<file path="config.mk">
export PLATFORM = sky130hd
export DESIGN_NAME = pong_ball_engine_flat
export DESIGN_NICKNAME = d
export VERILOG_FILES = /design/src/rtl/pong_ball_engine_if.sv /design/src/rtl/pong_ball_engine.sv /design/src/flat_wrapper.sv
export SDC_FILE = /design/constraint.sdc
export NUM_CORES = 1
export LEC_CHECK = 0
export CAP_MARGIN = 20
export CORE_MARGIN = 1
export CORE_UTILIZATION = 45
export CTS_BUF_LIST = sky130_fd_sc_hd__clkbuf_16
export CTS_CLUSTER_DIAMETER = 100
export CTS_CLUSTER_SIZE = 20
export DETAILED_ROUTE_END_ITERATION = 6
export PLACE_DENSITY = 0.73
export SYNTH_ARGS = -nofsm -noshare
export SYNTH_HDL_FRONTEND = slang
export SYNTH_SLANG_ARGS = --single-unit
</file>
<file path="constraint.sdc">
create_clock -name clk -period 6.5 [get_ports clk]
set_input_delay 1.95 -clock clk [delete_from_list [all_inputs] [get_ports clk]]
set_output_delay 1.95 -clock clk [all_outputs]
set_load 0.05 [all_outputs]
</file>
<file path="src/rtl/pong_ball_engine_if.sv">
// rtl/pong_ball_engine_if.sv - frame/paddle inputs and ball/score outputs of the pong ball engine
interface pong_ball_engine_if #(
  parameter int POS_W = 9
);
  logic             frame_tick;
  logic             serve;
  logic [POS_W-1:0] paddle_l_vpos;
  logic [POS_W-1:0] paddle_r_vpos;
  logic [POS_W-1:0] ball_hpos;
  logic [POS_W-1:0] ball_vpos;
  logic             ball_active;
  logic             score_l_pulse;
  logic             score_r_pulse;
  logic [1:0]       state;

  modport master (
    output frame_tick, serve, paddle_l_vpos, paddle_r_vpos,
    input  ball_hpos, ball_vpos, ball_active, score_l_pulse, score_r_pulse, state
  );

  modport slave (
    input  frame_tick, serve, paddle_l_vpos, paddle_r_vpos,
    output ball_hpos, ball_vpos, ball_active, score_l_pulse, score_r_pulse, state
  );
endinterface

</file>
<file path="src/rtl/pong_ball_engine.sv">
// rtl/pong_ball_engine.sv - frame-stepped pong ball with paddle hits, misses and serve delay
// Optional spin on paddle hits is enabled by defining PONG_SPIN_EN.
module pong_ball_engine #(
  parameter int POS_W          = 9,
  parameter int DISPLAY_WIDTH  = 256,
  parameter int DISPLAY_HEIGHT = 240,
  parameter int BALL_SIZE      = 4,
  parameter int PADDLE_HEIGHT  = 32,
  parameter int PADDLE_WIDTH   = 4,
  parameter int PADDLE_X_LEFT  = 8,
  parameter int PADDLE_X_RIGHT = 244,
  parameter int INIT_SPEED     = 2,
  parameter int MAX_SPEED      = 6,
  parameter int SERVE_DELAY    = 60
) (
  input  logic                clk,
  input  logic                reset,
  pong_ball_engine_if.slave   bus
);

  // One spare bit so sums like hpos + size + speed can never wrap before compare
  localparam int W     = POS_W + 1;
  localparam int CNT_W = $clog2(SERVE_DELAY + 1);

  localparam logic [W-1:0]     C_BS      = W'(BALL_SIZE);
  localparam logic [W-1:0]     C_PH      = W'(PADDLE_HEIGHT);
  localparam logic [W-1:0]     C_LIM_Y   = W'(DISPLAY_HEIGHT - BALL_SIZE);
  localparam logic [W-1:0]     C_LIM_Y2  = W'(2 * (DISPLAY_HEIGHT - BALL_SIZE));
  localparam logic [W-1:0]     C_LIM_X   = W'(DISPLAY_WIDTH - BALL_SIZE);
  localparam logic [W-1:0]     C_EDGE_R  = W'(PADDLE_X_RIGHT);
  localparam logic [W-1:0]     C_EDGE_L  = W'(PADDLE_X_LEFT + PADDLE_WIDTH);
  localparam logic [POS_W-1:0] C_HCENTRE = POS_W'(DISPLAY_WIDTH / 2);
  localparam logic [POS_W-1:0] C_VCENTRE = POS_W'(DISPLAY_HEIGHT / 2);
  localparam logic [POS_W-1:0] C_STOP_R  = POS_W'(PADDLE_X_RIGHT - BALL_SIZE);
  localparam logic [POS_W-1:0] C_STOP_L  = POS_W'(PADDLE_X_LEFT + PADDLE_WIDTH);
  localparam logic [POS_W-1:0] C_WALL_R  = POS_W'(DISPLAY_WIDTH - BALL_SIZE);
  localparam logic [POS_W-1:0] C_INIT    = POS_W'(INIT_SPEED);
  localparam logic [POS_W-1:0] C_MAX     = POS_W'(MAX_SPEED);
  localparam logic [CNT_W-1:0] C_CNT_END = CNT_W'(SERVE_DELAY - 1);

  typedef enum logic [1:0] {
    S_IDLE       = 2'd0,
    S_SERVE_WAIT = 2'd1,
    S_PLAY       = 2'd2,
    S_MISS       = 2'd3
  } state_t;

  state_t           r_state;
  logic [POS_W-1:0] r_hpos;
  logic [POS_W-1:0] r_vpos;
  logic [POS_W-1:0] r_dx_mag;
  logic [POS_W-1:0] r_dy_mag;
  logic             r_dx_neg;
  logic             r_dy_neg;
  logic [CNT_W-1:0] r_cnt;
  logic             r_active;
  logic             r_score_l;
  logic             r_score_r;

  logic [W-1:0]     w_hpos;
  logic [W-1:0]     w_vpos;
  logic [W-1:0]     w_dxm;
  logic [W-1:0]     w_dym;
  logic [W-1:0]     w_prv;
  logic [W-1:0]     w_plv;
  logic             w_ovl_r;
  logic             w_ovl_l;
  logic             w_hit_r;
  logic             w_hit_l;
  logic             w_miss_r;
  logic             w_miss_l;
  logic [POS_W-1:0] w_dx_up;
  logic [POS_W-1:0] w_vpos_nxt;
  logic             w_dy_neg_nxt;
  logic [POS_W-1:0] w_hit_dy_mag;
  logic             w_hit_dy_neg;

  assign w_hpos = W'(r_hpos);
  assign w_vpos = W'(r_vpos);
  assign w_dxm  = W'(r_dx_mag);
  assign w_dym  = W'(r_dy_mag);
  assign w_prv  = W'(bus.paddle_r_vpos);
  assign w_plv  = W'(bus.paddle_l_vpos);

  assign w_ovl_r  = (w_vpos + C_BS > w_prv) && (w_vpos < w_prv + C_PH);
  assign w_ovl_l  = (w_vpos + C_BS > w_plv) && (w_vpos < w_plv + C_PH);
  assign w_hit_r  = !r_dx_neg && (w_hpos + C_BS <= C_EDGE_R) &&
                    (w_hpos + C_BS + w_dxm >= C_EDGE_R) && w_ovl_r;
  assign w_hit_l  = r_dx_neg && (w_hpos >= C_EDGE_L) &&
                    (w_hpos <= C_EDGE_L + w_dxm) && w_ovl_l;
  assign w_miss_r = !r_dx_neg && (w_hpos + w_dxm >= C_LIM_X);
  assign w_miss_l = r_dx_neg && (w_hpos <= w_dxm);
  assign w_dx_up  = (r_dx_mag >= C_MAX) ? C_MAX : r_dx_mag + POS_W'(1);

  // Wall bounces reflect the overshoot back into the field
  always_comb begin
    w_vpos_nxt   = r_vpos;
    w_dy_neg_nxt = r_dy_neg;
    if (r_dy_neg) begin
      if (w_vpos < w_dym) begin
        w_vpos_nxt   = POS_W'(w_dym - w_vpos);
        w_dy_neg_nxt = 1'b0;
      end else begin
        w_vpos_nxt   = POS_W'(w_vpos - w_dym);
      end
    end else begin
      if (w_vpos + w_dym > C_LIM_Y) begin
        w_vpos_nxt   = POS_W'(C_LIM_Y2 - w_vpos - w_dym);
        w_dy_neg_nxt = 1'b1;
      end else begin
        w_vpos_nxt   = POS_W'(w_vpos + w_dym);
      end
    end
  end

`ifdef PONG_SPIN_EN
  logic [W-1:0] w_pv;
  logic [W-1:0] w_ctr;
  logic [W-1:0] w_off;

  assign w_pv  = r_dx_neg ? w_plv : w_prv;
  assign w_ctr = w_vpos + W'(BALL_SIZE / 2);
  assign w_off = w_ctr - w_pv;

  // Centre above the paddle top counts as the top third
  always_comb begin
    w_hit_dy_mag = POS_W'(1);
    w_hit_dy_neg = w_dy_neg_nxt;
    if ((w_ctr < w_pv) || (w_off < W'(PADDLE_HEIGHT / 3))) begin
      w_hit_dy_mag = POS_W'(2);
      w_hit_dy_neg = 1'b1;
    end else if (w_off >= W'(2 * PADDLE_HEIGHT / 3)) begin
      w_hit_dy_mag = POS_W'(2);
      w_hit_dy_neg = 1'b0;
    end
  end
`else
  assign w_hit_dy_mag = r_dy_mag;
  assign w_hit_dy_neg = w_dy_neg_nxt;
`endif

  always_ff @(posedge clk) begin
    if (reset) begin
      r_state   <= S_IDLE;
      r_hpos    <= C_HCENTRE;
      r_vpos    <= C_VCENTRE;
      r_dx_mag  <= C_INIT;
      r_dy_mag  <= C_INIT;
      r_dx_neg  <= 1'b0;
      r_dy_neg  <= 1'b1;
      r_cnt     <= '0;
      r_active  <= 1'b0;
      r_score_l <= 1'b0;
      r_score_r <= 1'b0;
    end else begin
      r_score_l <= 1'b0;
      r_score_r <= 1'b0;
      case (r_state)
        S_IDLE: begin
          if (bus.serve) begin
            r_state  <= S_SERVE_WAIT;
            r_cnt    <= '0;
            r_active <= 1'b1;
          end
        end
        S_SERVE_WAIT: begin
          r_hpos   <= C_HCENTRE;
          r_vpos   <= C_VCENTRE;
          r_active <= 1'b1;
          if (bus.frame_tick) begin
            r_cnt <= r_cnt + CNT_W'(1);
            if (r_cnt == C_CNT_END) begin
              r_state <= S_PLAY;
            end
          end
        end
        S_PLAY: begin
          if (bus.frame_tick) begin
            r_vpos   <= w_vpos_nxt;
            r_dy_neg <= w_dy_neg_nxt;
            if (w_hit_r || w_hit_l) begin
              r_hpos   <= w_hit_r ? C_STOP_R : C_STOP_L;
              r_dx_neg <= w_hit_r;
              r_dx_mag <= w_dx_up;
              r_dy_mag <= w_hit_dy_mag;
              r_dy_neg <= w_hit_dy_neg;
            end else if (w_miss_r) begin
              r_hpos    <= C_WALL_R;
              r_score_l <= 1'b1;
              r_active  <= 1'b0;
              r_state   <= S_MISS;
            end else if (w_miss_l) begin
              r_hpos    <= '0;
              r_score_r <= 1'b1;
              r_active  <= 1'b0;
              r_state   <= S_MISS;
            end else if (r_dx_neg) begin
              r_hpos <= r_hpos - r_dx_mag;
            end else begin
              r_hpos <= r_hpos + r_dx_mag;
            end
          end
        end
        S_MISS: begin
          // Relaunch back across the side the ball just left, i.e. toward the scorer
          if (bus.frame_tick) begin
            r_hpos   <= C_HCENTRE;
            r_vpos   <= C_VCENTRE;
            r_dx_mag <= C_INIT;
            r_dy_mag <= C_INIT;
            r_dx_neg <= ~r_dx_neg;
            r_cnt    <= '0;
            r_active <= 1'b1;
            r_state  <= S_SERVE_WAIT;
          end
        end
        default: r_state <= S_IDLE;
      endcase
    end
  end

  assign bus.ball_hpos     = r_hpos;
  assign bus.ball_vpos     = r_vpos;
  assign bus.ball_active   = r_active;
  assign bus.score_l_pulse = r_score_l;
  assign bus.score_r_pulse = r_score_r;
  assign bus.state         = r_state;

endmodule

</file>
<file path="src/flat_wrapper.sv">
// flat-port wrapper written by rule: the top's interface ports become plain ports
module pong_ball_engine_flat 
#(
  parameter int POS_W          = 9,
  parameter int DISPLAY_WIDTH  = 256,
  parameter int DISPLAY_HEIGHT = 240,
  parameter int BALL_SIZE      = 4,
  parameter int PADDLE_HEIGHT  = 32,
  parameter int PADDLE_WIDTH   = 4,
  parameter int PADDLE_X_LEFT  = 8,
  parameter int PADDLE_X_RIGHT = 244,
  parameter int INIT_SPEED     = 2,
  parameter int MAX_SPEED      = 6,
  parameter int SERVE_DELAY    = 60
)
  (clk, reset, bus_frame_tick, bus_serve, bus_paddle_l_vpos, bus_paddle_r_vpos, bus_ball_hpos, bus_ball_vpos, bus_ball_active, bus_score_l_pulse, bus_score_r_pulse, bus_state);
  pong_ball_engine_if #(.POS_W(POS_W)) bus_i ();
  input  logic clk;
  input  logic reset;
  input wire logic [$bits(bus_i.frame_tick)-1:0] bus_frame_tick;
  input wire logic [$bits(bus_i.serve)-1:0] bus_serve;
  input wire logic [$bits(bus_i.paddle_l_vpos)-1:0] bus_paddle_l_vpos;
  input wire logic [$bits(bus_i.paddle_r_vpos)-1:0] bus_paddle_r_vpos;
  output wire logic [$bits(bus_i.ball_hpos)-1:0] bus_ball_hpos;
  output wire logic [$bits(bus_i.ball_vpos)-1:0] bus_ball_vpos;
  output wire logic [$bits(bus_i.ball_active)-1:0] bus_ball_active;
  output wire logic [$bits(bus_i.score_l_pulse)-1:0] bus_score_l_pulse;
  output wire logic [$bits(bus_i.score_r_pulse)-1:0] bus_score_r_pulse;
  output wire logic [$bits(bus_i.state)-1:0] bus_state;
  assign bus_i.frame_tick = bus_frame_tick;
  assign bus_i.serve = bus_serve;
  assign bus_i.paddle_l_vpos = bus_paddle_l_vpos;
  assign bus_i.paddle_r_vpos = bus_paddle_r_vpos;
  assign bus_ball_hpos = bus_i.ball_hpos;
  assign bus_ball_vpos = bus_i.ball_vpos;
  assign bus_ball_active = bus_i.ball_active;
  assign bus_score_l_pulse = bus_i.score_l_pulse;
  assign bus_score_r_pulse = bus_i.score_r_pulse;
  assign bus_state = bus_i.state;
  pong_ball_engine #(.POS_W(POS_W), .DISPLAY_WIDTH(DISPLAY_WIDTH), .DISPLAY_HEIGHT(DISPLAY_HEIGHT), .BALL_SIZE(BALL_SIZE), .PADDLE_HEIGHT(PADDLE_HEIGHT), .PADDLE_WIDTH(PADDLE_WIDTH), .PADDLE_X_LEFT(PADDLE_X_LEFT), .PADDLE_X_RIGHT(PADDLE_X_RIGHT), .INIT_SPEED(INIT_SPEED), .MAX_SPEED(MAX_SPEED), .SERVE_DELAY(SERVE_DELAY)) u_core (.clk(clk), .reset(reset), .bus(bus_i));
endmodule
</file>
==> results.md <==
- Pleak: 0.00235 uW
- Max VDD drop: 0.204 mV
- Fill cells: 1012
- FF-to-FF End: u_core.r_dx_mag[2]
- CP required: 6.68 ns
- Setup TNS: 0 ns
- Num rows: 38
- Status: complete, no violations
- Post-synthesis sequential area ratio: 15.6%
- Post-Synth Simple-Gate Area: 22.3%
- Post-synthesis cell type count: 77
- P per Cell Area: 190 mW/mm^2
- Largest net degree at the start of global routing: 34
- Net Sw Power: 443 uW
- Crit path top cell by count: ha_1
- Clk sink count: 39
- Post-Route WL: 13200 microns
- TritonCTS clock tree: done
- Slew HR: 32.8%
- Global Route Usage Sum: 23.0%
- Initial core utilization: 46.0%
- Post-Syn Area per Cell: 7.68 sq um
- Register share of total power: 28.8%
- Layout area overhead: 13.5%
- Final critical-path share of the clock period: 83.3%
- Fin util: 52.2%
- Synth area leader: ha_1
- Vias in the first global route: 4524
- Reg-to-reg slack, setup: 1.82 ns
- # nets final: 788
- Layout Skew: 0.00906 ns
- Combinational family with the most area after synthesis: compound AO/OA/AOI/OAI gates
- Max Fclk: 0.185 GHz
- Post-DRT Antenna Nets: 0
- Antenna cells: 0
- Die W: 107 microns
- Worst hold path class: register to register
- Mux cell area share after synthesis: 1.23%
- CTS Root Cell: clkbuf_16
- Critical-path maximum fanout: 12
- Num CTS Buffers: 5
- Fraction of layout cells with a size suffix above 1: 4.72%
- Die Span Y: 107 microns
- Slowest stage delay, CP: 0.87 ns
- Routed wire per std cell: 16.1 microns
- RR Startpoint: u_core.r_dx_mag[4]
- CP arrival: 5.59 ns
- First-pass GRT wire length: 21600 microns
- IO Port Bufs: 43
- Dpl cells: 810
- DP HPWL: 10100 microns
- Reg2Reg Depth: 13
- CP startpoint: bus_paddle_l_vpos[5]
- Pre-antenna DRT Iters: 5
- Asr flop ratio synth: 0%
- Mapped cell area: 0.00499 sq mm
- Overflow after GRT: 0
- Via/cell ratio: 5.94
- EDFF count, synth: 0
- Internal power: 635 uW
- Number of synthesized register bits: 39
- Top-area cell type share of the netlist area: 21.8%
- Hold Fails Final Rpt: 0
- Gate power share: 45.6%
- Worst-Skew Late Latency: 0.28 ns
- Worst slew pin tran: 1.00 ns
- Iteration-0 DRC Markers: 306
- Crit end category: register
- Hold_sp: u_core.r_cnt[5]
- GPL Wtd Cong: 0.963
- Most common library cells after synthesis: ha_1, nor2_1, inv_1, nand2_1, a21oi_1
- Count leader, synth: ha_1
- Antenna violations before repair: 0
- Hold EP: u_core.r_cnt[5]
- Critical path type: input pin to register
- Synth area leaders: ha_1, dfxtp_1, xnor2_1
- RSZ-0062 raised after global routing: no
- Postcts setup bufs: 0
- Post_cts resized: 0
- Synth Area in Compound Gates: 22.9%
- Slowest stage cell, crit path: a31oi_1
- Clock network power share: 25.6%
- Switching portion of total power: 41.1%
- Tmin final: 5.41 ns
- Area of the die: 0.0115 sq mm
- Finish-stage setup viols: 0
- Max Cap Violations: 0
- Max-slew violation count: 0
- Synth Area in Adders: 22.6%
- CTS HTree Levels: 2
- Clock tree buffer depth: 2
- Hold buffer count at cts: 0
- Synth Instances: 650
- Final routed DRC violation total: 0
- YS warnings: 0
- Top_reg_cell synth: dfxtp_1
- IO Pins: 45
- Core Footprint: 0.0108 sq mm
- Total power: 1080 uW
- Worst Hold Path Cells: 2
- CP Launch Type: input pin
- Via Count: 4859
- Non-filler cells, final: 818
- Syn nets: 761
- Clk slew on worst S/H paths: 0.06 ns
- Post-synthesis xor/xnor area fraction: 8.95%
- CP cell instances: clkdlybuf4s50_1 -> ha_1 -> xnor2_1 -> ha_1 -> or4_1 -> nor4b_1 -> o211ai_2 -> a31oi_1 -> o21ai_0 -> a221oi_1
-- per-layer routing --
metal | vias to the layer above | GRT usage, % | part of all wire (%)
met5 | - | 0 | 0
met4 | 0 | 6.95 | 1.9
met3 | 20 | 2.00 | 5.4
met2 | 147 | 38.6 | 47
met1 | 2296 | 31.2 | 46
li1 | 2396 | - | -
-- cells in the final DEF, fill, tap and decap left out, types with 21 or more instances in the layout --
cell type / Yosys / final
ha_1: 87 / 87
nor2_1: 55 / 55
inv_1: 47 / 47
nand2_1: 47 / 47
a21oi_1: 44 / 44
clkdlybuf4s50_1: 0 / 43
dfxtp_1: 39 / 39
o21ai_0: 31 / 31
xnor2_1: 30 / 30
nor3_1: 27 / 27
xor2_1: 21 / 21
-- flip-flops by register name (all words and copies together), names as in the netlist --
signal                    flops
u_core.r_dx_mag               9
u_core.bus.score_l_pulse      1
u_core.r_dx_neg               1
u_core.bus.ball_vpos          8
u_core.bus.score_r_pulse      1
u_core.bus.state              2
u_core.bus.ball_hpos          9
u_core.r_cnt                  6
u_core.bus.ball_active        1
u_core.r_dy_neg               1
-- through the flow --
| stage | instance area (sq um) | worst slack (ns) | hold slack (ns) |
|---|---|---|---|
| floorplan | 4990 | 2.27 | 0.458 |
| global placement | 5490 | 1.17 | 0.468 |
| detailed placement | 5490 | 0.883 | 0.496 |
| CTS | 5660 | 1.12 | 0.502 |
| global route | 5660 | 0.810 | 0.542 |
| finish | 5660 | 1.09 | 0.511 |
-- area by class of cell --
type	count	area (sq um)	share of cell area, %
inverters	51	193	3.40
flip-flops and latches	39	781	13.8
repair buffers	45	445	7.87
clock inverters	3	43.8	0.773
clock buffers	5	125	2.21
well taps	140	175	3.09
multi-input cells	535	3900	68.9
-- power groups by stage --
stage	clock [uW]	sequential [uW]	combinational, uW
floorplan	0	339	330
global placement	0	313	473
detailed placement	0	315	487
CTS	279	309	491
global route	290	316	546
finish	276	311	492
-- kinds of logic (layout without fill, tap and decap cells) --
group           Yosys count  in the layout
flops                    39             39
other cells               1              1
compound gates          167            167
fa+ha+maj                89             89
buf+inv                  76            104
mux                       6              6
simple gates            221            221
xor+xnor                 51             51
-- worst max path at each step --
stage / to / depth (start not counted) / slack [ns]
finish: u_core.r_dx_mag[2] / 10 / 1.09
global route: u_core.r_dx_mag[2] / 10 / 0.81
CTS: u_core.r_dx_mag[2] / 10 / 1.12
detailed placement: u_core.r_dx_mag[2] / 10 / 0.88
global placement: u_core.r_dx_mag[2] / 10 / 1.17
floorplan: u_core.bus.state[0] / 11 / 2.27
-- worst max-delay path: cells and delay by family --
kind                       cells  cell delay [ns]
xor gates and xnor gates       1             0.13
buffers and inverters          1             0.49
AOI/OAI and AO/OA              4             1.69
adders and majority gates      2             0.46
and+or+nand+nor                2             0.87
Note: power is estimated with default switching activity, not from simulation.
